### src/rtl/useq_timed_ctrl.sv
// useq_timed_ctrl: microcoded timing controller.
// One microword is fetched per cycle from a combinational ROM. The word sitting
// in the pipeline register drives the outputs and decides the next fetch
// address. The controller provides a prescaled delay timer, branches on
// synchronised external conditions, a CALL/RET return stack with sticky error
// detection, and HALT.
// Word layout: out[OUT_W] | op[3] | csel[3] | pol | const[CONST_W].
module useq_timed_ctrl #(
  parameter int ADDR_W      = 4,
  parameter int OUT_W       = 4,
  parameter int CONST_W     = 8,
  parameter int PRE_SCALE   = 2,
  parameter int STACK_DEPTH = 4,
  parameter int COND_N      = 2,
  localparam int UW         = OUT_W + 7 + CONST_W
) (
  input  logic              clock_i,
  input  logic              reset_i,
  output logic [ADDR_W-1:0] uc_addr_o,
  input  logic [UW-1:0]     uc_data_i,
  input  logic [COND_N-1:0] cond_in_i,
  output logic [OUT_W-1:0]  out_o,
  output logic              halted_o,
  output logic              err_o
);

  localparam int CNT_W = CONST_W + PRE_SCALE;
  localparam int SP_W  = $clog2(STACK_DEPTH + 1);
  localparam int PTR_W = (STACK_DEPTH > 1) ? $clog2(STACK_DEPTH) : 1;

  typedef enum logic [2:0] {
    OP_CONT  = 3'd0,
    OP_JMP   = 3'd1,
    OP_JCOND = 3'd2,
    OP_LDC   = 3'd3,
    OP_WAIT  = 3'd4,
    OP_CALL  = 3'd5,
    OP_RET   = 3'd6,
    OP_HALT  = 3'd7
  } op_e;

  logic [UW-1:0]      pipe_q;
  logic [ADDR_W-1:0]  pc_q;
  logic [CNT_W-1:0]   cnt_q;
  logic [SP_W-1:0]    sp_q;
  logic               err_q;
  logic [COND_N-1:0]  sync1_q, sync2_q;
  logic [ADDR_W-1:0]  stack_q [1 << PTR_W];

  // Microword field decode.
  op_e                op;
  logic [2:0]         csel;
  logic               pol;
  logic [CONST_W-1:0] konst;
  logic [ADDR_W-1:0]  target;
  logic [ADDR_W-1:0]  pc_inc;
  logic [SP_W-1:0]    sp_m1;

  assign op     = op_e'(pipe_q[CONST_W+6 -: 3]);
  assign csel   = pipe_q[CONST_W+3 -: 3];
  assign pol    = pipe_q[CONST_W];
  assign konst  = pipe_q[CONST_W-1:0];
  assign target = konst[ADDR_W-1:0];
  assign pc_inc = pc_q + ADDR_W'(1);
  assign sp_m1  = sp_q - SP_W'(1);

  // Condition vector: synchronised inputs, unused selects read 0, select 7 is timer expiry.
  logic [7:0] cond_vec;
  always_comb begin
    cond_vec              = '0;
    cond_vec[COND_N-1:0]  = sync2_q;
    cond_vec[7]           = (cnt_q == '0);
  end

  // Next-address selection and stack/timer/error control from the word in pipe.
  logic [ADDR_W-1:0] next_addr;
  logic              stop, push, pop, set_err, ldc;
  always_comb begin
    next_addr = pc_inc;
    stop      = 1'b0;
    push      = 1'b0;
    pop       = 1'b0;
    set_err   = 1'b0;
    ldc       = 1'b0;
    if (err_q) begin
      stop = 1'b1;
    end else begin
      unique case (op)
        OP_CONT:  next_addr = pc_inc;
        OP_JMP:   next_addr = target;
        OP_JCOND: next_addr = (cond_vec[csel] ^ pol) ? target : pc_inc;
        OP_LDC:   ldc = 1'b1;
        OP_WAIT:  next_addr = (cnt_q != '0) ? pc_q : pc_inc;
        OP_CALL: begin
          if (sp_q == SP_W'(STACK_DEPTH)) begin
            stop    = 1'b1;
            set_err = 1'b1;
          end else begin
            push      = 1'b1;
            next_addr = target;
          end
        end
        OP_RET: begin
          if (sp_q == '0) begin
            stop    = 1'b1;
            set_err = 1'b1;
          end else begin
            pop       = 1'b1;
            next_addr = stack_q[sp_m1[PTR_W-1:0]];
          end
        end
        OP_HALT:  stop = 1'b1;
        default:  next_addr = pc_inc;
      endcase
    end
  end

  assign uc_addr_o = stop ? pc_q : next_addr;
  assign out_o     = pipe_q[UW-1 -: OUT_W];
  assign halted_o  = stop;
  assign err_o     = err_q;

  // Pipeline, program counter, timer, stack pointer, error flag and condition synchronisers.
  always_ff @(posedge clock_i) begin
    // NOTE: sequential state uses non-blocking assignments so every register
    // samples the pre-edge values regardless of statement order.
    if (reset_i) begin
      pipe_q  <= '0;
      pc_q    <= '1;
      cnt_q   <= '0;
      sp_q    <= '0;
      err_q   <= 1'b0;
      sync1_q <= '0;
      sync2_q <= '0;
    end else begin
      pipe_q  <= uc_data_i;
      pc_q    <= uc_addr_o;
      sync1_q <= cond_in_i;
      sync2_q <= sync1_q;
      if (ldc) begin
        cnt_q <= CNT_W'(konst) << PRE_SCALE;
      end else if (cnt_q != '0) begin
        cnt_q <= cnt_q - CNT_W'(1);
      end
      if (push) begin
        sp_q <= sp_q + SP_W'(1);
      end else if (pop) begin
        sp_q <= sp_m1;
      end
      if (set_err) begin
        err_q <= 1'b1;
      end
    end
  end

  // Return-address stack storage.
  always_ff @(posedge clock_i) begin
    // NOTE: stack entries are not reset; only sp is, and no entry is read
    // before a CALL has written it.
    if (!reset_i && push) begin
      stack_q[sp_q[PTR_W-1:0]] <= pc_inc;
    end
  end

endmodule

### config.mk
export PLATFORM = sky130hd
export DESIGN_NAME = useq_timed_ctrl
export DESIGN_NICKNAME = d
export VERILOG_FILES = /design/src/rtl/useq_timed_ctrl.sv
export SDC_FILE = /design/constraint.sdc
export NUM_CORES = 1
export LEC_CHECK = 0
export CORE_MARGIN = 2
export CORE_UTILIZATION = 50
export DETAILED_ROUTE_END_ITERATION = 7
export GPL_TIMING_DRIVEN = 0
export PLACE_DENSITY = 0.75
export SLEW_MARGIN = 5
export SYNTH_ARGS = -nofsm -noshare
export SYNTH_HDL_FRONTEND = slang
export SYNTH_SLANG_ARGS = --single-unit
### constraint.sdc
create_clock -name clock_i -period 5.25 [get_ports clock_i]
set_input_delay 0.7875 -clock clock_i [delete_from_list [all_inputs] [get_ports clock_i]]
set_output_delay 0.7875 -clock clock_i [all_outputs]
set_load 0.05 [all_outputs]
* Word level (Yosys, flattened, before mapping)
Memories as Yosys holds them, arrays and structs flattened. Cells that the tools add are included.
Operators by class: magnitude comparators 1, bitwise operators 1, mux-type cells 29, equal/unequal tests 8, reduce and logical (&&, ||, !) cells 8, add/sub/neg operators 4
Operators with widths (number):
- $mux 4 | 6
- $mux 10 | 2
- $pmux 4 s5 | 1
- $eq 3x3->1 const B | 5
- $mux 1 | 15
- $logic_not 10->1 | 1
- $reduce_bool 10->1 | 1
- $sub 10x1->10 const B | 1
- $eq 3x2->1 const B | 2
- $mux 3 | 2
- $add 4x1->4 const B | 1
- $lt 3x4->1 const B | 1
- $reduce_bool 2->1 | 2
- $add 3x1->3 const B | 1
- $bmux 1 s3 | 1
- $eq 3x1->1 const B | 1
- $logic_not 3->1 | 1
- $pmux 1 s3 | 1
- $sub 3x1->3 const B | 1
- $pmux 1 s2 | 1
- $reduce_or 2->1 | 1
- $logic_and 1x1->1 | 1
- $logic_not 1->1 | 1
- $xor 1x1->1 | 1
Storage, ports and cells: bits in writable memories 16, register bits after elaboration 41, memories kept 1, input bits 23, output and inout port bits 10, word-level logic and storage cells 60
Memories:
- stack_q | depth 4, width 4, rd ports 1, clocked after memory_dff 0, wr ports 1, RTL line 48 | logic [ADDR_W-1:0] stack_q [1 << PTR_W];

* Logic depth before layout (Yosys ltp)
Gate-level depths: netlist (run 1).
depth in word-level cells 8, depth in mapped cells 10, depth with buffers taken out 9

* Worst setup path before layout (run 1)
OpenSTA, ideal clock, no wires.
path type register -> output, start register sp_q[0], end output uc_addr_o[2], path buffers 1, required time 4.463 ns, path slack 1.660 ns, stages on the path, launching flop included 11, arrival 2.803 ns, cells stage by stage dfxtp_1 > clkbuf_1 > inv_1 > ha_1 > ha_1 > o21ai_0 > a21o_1 > inv_1 > a21oi_1 > o22ai_1 > a21oi_1
Between the ends: elaborated cells between the ends (all ways) 13, classes of those cells 1 x add/sub; 1 x eq/ne; 9 x mux; 1 x reduce/logical; 1 x memory
RTL lines:
- start, declared | RTL line 45 | logic [SP_W-1:0] sp_q;
- start signal, assigned | RTL line 146 | sp_q <= sp_q + SP_W'(1);
- start signal, assigned | RTL line 148 | sp_q <= sp_m1;
- $eq 3x3->1 / $logic_not 3->1 (equally long branches) | RTL line 95, 104
- $mux 1 (on tied branches) | RTL line 95, 104
- $pmux 1 s3 * | RTL line 88 | unique case (op)
- $mux 1 * | RTL line 85 | if (err_q) begin
- named net halted_o | RTL line 23 | output logic halted_o,
- $mux 4 * | RTL line 118 | assign uc_addr_o = stop ? pc_q : next_addr;
- end, declared | RTL line 19 | output logic [ADDR_W-1:0] uc_addr_o,
Mark *: on every way through the listed nets, which the timed path passes. The rest lies on a longest branch.

* Worst setup path after layout (run 1)
start register sp_q[0], end output uc_addr_o[3]
Between the ends: cells in the longest elaborated chain, start to end 6, elaborated cells between the ends (all ways) 13, classes of those cells 1 x add/sub; 1 x eq/ne; 9 x mux; 1 x reduce/logical; 1 x memory
Ends and longest elaborated chain:
- $sub 3x1->3 | RTL line 65 | assign sp_m1 = sp_q - SP_W'(1);
- $mem_v2 4x4
- $mux 4 | RTL line 104 | if (sp_q == '0) begin
- $pmux 4 s5 | RTL line 88
- $mux 4 | RTL line 85
- $mux 4 * | RTL line 118
Mark *: on every way between the ends. The rest lies on a longest branch, timed or not.

==> metrics.cfg, run 1 <==
[floorplan]
start_util=0.5199
die_w_um=79.90
die-area_um2=6384
ios=33
core-area_um2=5540
rows=27
die_y_um=79.90

[global_route]
first_global_vias=2285
grt_overflow=0
track_usage=0.2262
grt_max_degree=12
grt_pass1_wl_um=10940
antenna_found_initial=0

[critical_path]
crit_start=sp_q[0]$_SDFFE_PP0P_
rr_startpoint=sp_q[0]$_SDFFE_PP0P_
crit_slowest_cell=clkdlybuf4s50_1
critPathMaxStageDelay_ns=0.72
crit_path_max_fanout=10
path_cells=clkbuf_1 > inv_1 > ha_1 > ha_1 > o21ai_0 > a21o_1 > clkbuf_1 > o21ai_0 > a211oi_1 > a21oi_1 > clkdlybuf4s50_1
criticalPathCategory=flip-flop to primary output
crit_family=buffers and inverters
cp.buffers_inverters=4
arrival_ns=3.78
cp-start-kind=flip-flop
critPathCaptureType=primary output
cp.required_ns=4.46

[yosys]
synth_fp_nets=329
ys_warn_count=0
async_flop_share=0
synthCells=297
synth_edf_count=16
ys_seq_area_frac=0.4518
synth_ff_type=dfxtp_1
ys_types=50
synth_area_um2=2880
synth-seq-cells=57
syn_avg_cell_area_um2=9.698

[detailed_routing]
drtIter0Drc=165
totalWireLength_um=6355
ant_nets=0
firstDrtPassIters=4
wl_per_cell_um=15.28
num_vias=2314
drt_drc_violations_left=0
vias_per_cell=5.563

[hold_path]
hold_start=sync1_q[0]$_SDFF_PP0_
hold_path_class=flip-flop to flip-flop

[run]
cap_violations=0

[clocking]
worstSkewPairLatency_ns=0.34
cts_max_path_buffers=2
cts_root_buf=clkbuf_8
cts_made_buffers=9
cts_resized=0
cts.sinks=57
h-tree-depth=3
postCtsSetupBuffers=0
cts_tree=done
cts_hold_buf=0
clk_pin_slew_ns=0.07

[sta]
rsz0062_at_grt=false
drv_slew=0
hold_viol=0
setup-tns-final_ns=0
setup_viol=0
worstMarginPinSlew_ns=0.9747
period_share=0.8691
fin_skew_ns=0.007387
fmax_mhz=219.2
finalCriticalPeriod_ns=4.563
slew_headroom=0.3452
hold_ws_ns=0.4395

[layout]
n_antenna_cell=0
mostFrequentLayoutCell=dfxtp_1
synthToLayoutAreaGrowth_pct=20.68
drive_above_1_share=0.1105
fin_nets=371
final_cell_mix=41 x dfxtp_1, 31 x clkdlybuf4s50_1, 23 x nor2b_1
utilization=0.6274

[outcome]
outcome=finished clean

[placement]
place_hpwl_um=4602
port_buffers=31
gp_congestion=0.9436

[power]
ir_drop_uv=272.4
cellPowerDensity_nw_per_um2=430.7
power.leakage_nw=1.268

[power by group]
group	leakage, nW	internal [W]	switching [W]
Clock	0.0929	0.000220	0.000183
Sequential	0.484	0.000519	0.0000549
Combinational	0.691	0.000225	0.000294
Total	1.27	0.000965	0.000532
[Yosys cell counts, types with 5 or more instances]
cell type  count  share of area
dfxtp_1       41           0.28
nor2b_1       23          0.050
nand2_1       22          0.029
a21oi_1       20          0.035
nor2_1        19          0.025
edfxtp_1      16           0.17
inv_1         13          0.017
o21ai_0       13          0.023
clkbuf_1      10          0.013
a211oi_1       9          0.023
ha_1           9          0.039
nor3_1         9          0.016
xnor2_1        7          0.021
and2_1         6          0.013
mux2_2         6          0.023
nand4_1        6          0.013
nand2b_1       5          0.011
or3_1          5          0.011
[state kept, by name (all words and copies together) (netlist names)]
signal	flops
stack_q	16
cnt_q	10
sync2_q	2
sync1_q	2
err_o	1
pipe_q	19
sp_q	3
pc_q	4
[final timing paths]
check / end / slack, ns / depth (start not counted)
worst max-delay path: uc_addr_o[3] / 0.69 / 11
worst min-delay path: sync2_q[0]$_SDFF_PP0_ / 0.44 / 1
worst max register to register: pc_q[3]$_SDFF_PP1_ / 2.15 / 10
worst min register to register: sync2_q[0]$_SDFF_PP0_ / 0.44 / 1
[cells by family after synthesis]
family,after synthesis,share of synthesized area
simple gates,112,0.2185
compound gates,65,0.1490
mux,12,0.06169
fa+ha+maj,9,0.03910
xor+xnor,9,0.02737
buf+inv,33,0.05256
flops,57,0.4518
[layout make-up]
| class | count | area, um2 |
|---|---|---|
| multi-input cells | 207 | 1428 |
| clock inverters | 6 | 67.56 |
| plain buffers | 20 | 102.6 |
| well taps | 72 | 90.09 |
| inverters | 13 | 48.80 |
| clock buffers | 10 | 127.6 |
| flip-flops and latches | 57 | 1301 |
| fillers | 462 | 2064 |
| repair buffers | 31 | 310.3 |
[stage by stage]
stage	cells	worst slack (ns)	power, W	area, um2
after floorplan	297	1.660	0.0009667	2880
after global placement	400	1.130	0.001084	3281
after detailed placement	400	1.082	0.001098	3281
after CTS	416	0.6958	0.001504	3476
after global routing	416	0.3940	0.001588	3476
final	416	0.6870	0.001497	3476
[metal layers]
| metal | part of all wire | track usage | up-vias |
|---|---|---|---|
| li1 | - | - | 1157 |
| met1 | 0.46 | 0.2894 | 1075 |
| met2 | 0.45 | 0.3542 | 74 |
| met3 | 0.070 | 0.07014 | 8 |
| met4 | 0.014 | 0.09322 | 0 |
| met5 | 0 | 0 | - |
Power figures use the tool's default switching activity.
==> inputs of run 2 (changes only) <==
--- a/config.mk
+++ b/config.mk
@@ -5,11 +5,11 @@
 export SDC_FILE = /design/constraint.sdc
 export NUM_CORES = 1
 export LEC_CHECK = 0
-export CORE_MARGIN = 2
+export CORE_MARGIN = 3
 export CORE_UTILIZATION = 50
 export DETAILED_ROUTE_END_ITERATION = 7
 export GPL_TIMING_DRIVEN = 0
-export PLACE_DENSITY = 0.75
+export PLACE_DENSITY = 0.69
 export SLEW_MARGIN = 5
 export SYNTH_ARGS = -nofsm -noshare
 export SYNTH_HDL_FRONTEND = slang
==> run 2 against run 1 <==
Hold slack got worse by 0.0072 ns. Global-route usage decreased by 1.3 points. Clock skew decreased by 0.0017 ns. Critical endpoint is now uc_addr_o[0].
==> metrics.cfg, run 2 (same netlist as run 1, synthesis figures left out) <==
[placement]
place_hpwl_um=4682  ; +1.7%
gp_congestion=0.8676  ; -8.1%
port_buffers=31  ; unchanged

[layout]
mostFrequentLayoutCell=dfxtp_1
ff_latch_area_um2=1301  ; unchanged
drive_above_1_share=0.1076  ; -0.002907
max_flop_register=pipe_q
largest_reg_flops=19  ; unchanged
final_cell_mix=41 x dfxtp_1, 31 x clkdlybuf4s50_1, 23 x nor2b_1
multi_input_area_um2=1428  ; unchanged
fin_nets=371  ; unchanged
n_antenna_cell=0  ; unchanged
synthToLayoutAreaGrowth_pct=19.50
fillers=517  ; +12%

[critical_path]
criticalPathCategory=flip-flop to primary output
crit_path_max_fanout=9  ; -1
arrival_ns=3.77  ; about the same
cp.required_ns=4.46  ; about the same
critPathCaptureType=primary output
cp-start-kind=flip-flop

[power]
cellPowerDensity_nw_per_um2=414.8  ; -3.7%
p_sw_w=0.0005185  ; -2.6%
seq_power_share=0.402  ; +0.019
p_clk_frac=0.235  ; -0.034
power.share.switching=0.3632  ; +0.007710
power.leakage_nw=1.255  ; -1.0%
fin_total_pwr_w=0.001428  ; -4.6%
ir_drop_uv=220.4  ; -19%
p_int_w=0.0009091  ; -5.8%
pwr-share-comb=0.363  ; +0.016

[clocking]
cts_made_buffers=9  ; unchanged
postCtsSetupBuffers=0  ; unchanged
cts_resized=0  ; unchanged
clk_pin_slew_ns=0.07  ; about the same
cts_hold_buf=0  ; unchanged
cts_root_buf=clkbuf_8
cts_tree=done
worstSkewPairLatency_ns=0.33  ; about the same
h-tree-depth=3  ; unchanged
cts_max_path_buffers=2  ; unchanged
cts.sinks=57  ; unchanged

[hold_path]
hold_path_class=flip-flop to flip-flop

[detailed_routing]
vias_per_cell=5.608  ; +0.82%
dr_wl_met3_um=445  ; +0.68%
route.met2.wl_um=2841  ; -1.5%
num_vias=2333  ; +0.82%
firstDrtPassIters=4  ; unchanged
maxUsedRoutingLayer=met4
totalWireLength_um=6310  ; -0.71%
wl_per_cell_um=15.17  ; -0.71%
drt_drc_violations_left=0  ; unchanged
ant_nets=0  ; unchanged
drtIter0Drc=149  ; -9.7%
wl_met1_um=2878  ; -2.1%

[global_route]
grt_pass1_wl_um=10520  ; -3.8%
track_usage=0.2133  ; -0.01292
first_global_vias=2199  ; -3.8%
grt_max_degree=11  ; -1
grt_overflow=0  ; unchanged
antenna_found_initial=0  ; unchanged

[sta]
worstMarginPinSlew_ns=0.9410  ; -0.03375 ns
fin_skew_ns=0.005709  ; -0.001678 ns
fmax_mhz=219.6  ; +0.19%
setup-tns-final_ns=0  ; unchanged
period_share=0.8675  ; -0.001620
slew_headroom=0.3678  ; +0.02267
rsz0062_at_grt=false
setup_viol=0  ; unchanged
hold_viol=0  ; unchanged
drv_slew=0  ; unchanged
finalCriticalPeriod_ns=4.554  ; -0.008507 ns

[floorplan]
ios=33  ; unchanged
rows=27  ; unchanged
core-area_um2=5540  ; unchanged
start_util=0.5199  ; unchanged
die_y_um=81.90  ; +2.5%
die_w_um=81.90  ; +2.5%
die-area_um2=6708  ; +5.1%

[run]
cap_violations=0  ; unchanged

[outcome]
outcome=finished clean

==> run 2: cell types whose count changed in the layout (fill, tap and decap cells not counted) <==
cell and delta:
clkinv_1 +2, clkinv_2 +2, bufinv_16 -1, clkbuf_1 -1
clkinv_4 -1, inv_6 -1
==> run 2: final timing paths <==
path | cells past startpoint | start | endpoint | slack (ns)
max reg2reg | 10 | sp_q[0]$_SDFFE_PP0P_ | pc_q[3]$_SDFF_PP1_ | 2.23
max | 11 | sp_q[0]$_SDFFE_PP0P_ | uc_addr_o[0] | 0.70
min | 1 | sync1_q[1]$_SDFF_PP0_ | sync2_q[1]$_SDFF_PP0_ | 0.43
min reg2reg | 1 | sync1_q[1]$_SDFF_PP0_ | sync2_q[1]$_SDFF_PP0_ | 0.43
==> run 2: per-layer routing <==
metal,vias to the layer above,GRT usage
li1,1156,-
met1,1086,0.2905
met2,78,0.3191
met3,13,0.05263
met4,0,0.09635
met5,-,0
==> run 2: power groups by stage <==
stage / registers (W) / logic [W] / clock network (W)
global route: 0.000583 / 0.000570 / 0.000366
detailed placement: 0.000583 / 0.000512 / 0
global placement: 0.000580 / 0.000504 / 0
floorplan: 0.000570 / 0.000397 / 0
finish: 0.000575 / 0.000518 / 0.000335
CTS: 0.000574 / 0.000515 / 0.000348
==> run 2: through the flow <==
stage | instance area (um2) | instances | hold slack (ns) | worst slack [ns] | utilization
floorplan | 2880 | 297 | 0.4138 | 1.660 | -
global placement | 3281 | 400 | 0.4174 | 1.105 | 0.5921
detailed placement | 3281 | 400 | 0.4276 | 0.9924 | 0.5921
CTS | 3442 | 416 | 0.4399 | 0.6211 | 0.6213
global route | 3442 | 416 | 0.4652 | 0.3833 | 0.6213
finish | 3442 | 416 | 0.4323 | 0.6955 | 0.6213
==> run 2: critical path: stages (launching register included) <==
cell,delay (ns)
dfxtp_1,0.36
clkbuf_1,0.39
inv_1,0.17
ha_1,0.28
ha_1,0.22
nor4bb_1,0.26
clkbuf_1,0.33
nand2_1,0.10
o221ai_1,0.13
a21oi_1,0.09
a31oi_1,0.27
clkdlybuf4s50_1,0.84
==> run 2: cell type report <==
cell class / instances / area share
multi-input cells: 207 / 0.4148
plain buffers: 20 / 0.02981
clock buffers: 9 / 0.03599
well taps: 72 / 0.02617
inverters: 13 / 0.01418
repair buffers: 31 / 0.09015
flip-flops and latches: 57 / 0.3780
clock inverters: 7 / 0.01091
==> inputs of run 3 (changes only) <==
--- a/config.mk
+++ b/config.mk
@@ -7,6 +7,7 @@
 export LEC_CHECK = 0
 export CORE_MARGIN = 3
 export CORE_UTILIZATION = 50
+export CTS_BUF_LIST = sky130_fd_sc_hd__clkbuf_8
 export DETAILED_ROUTE_END_ITERATION = 7
 export GPL_TIMING_DRIVEN = 0
 export PLACE_DENSITY = 0.69
==> results of run 3 <==
Final layout, timing and power as in run 2 (identical DEF).
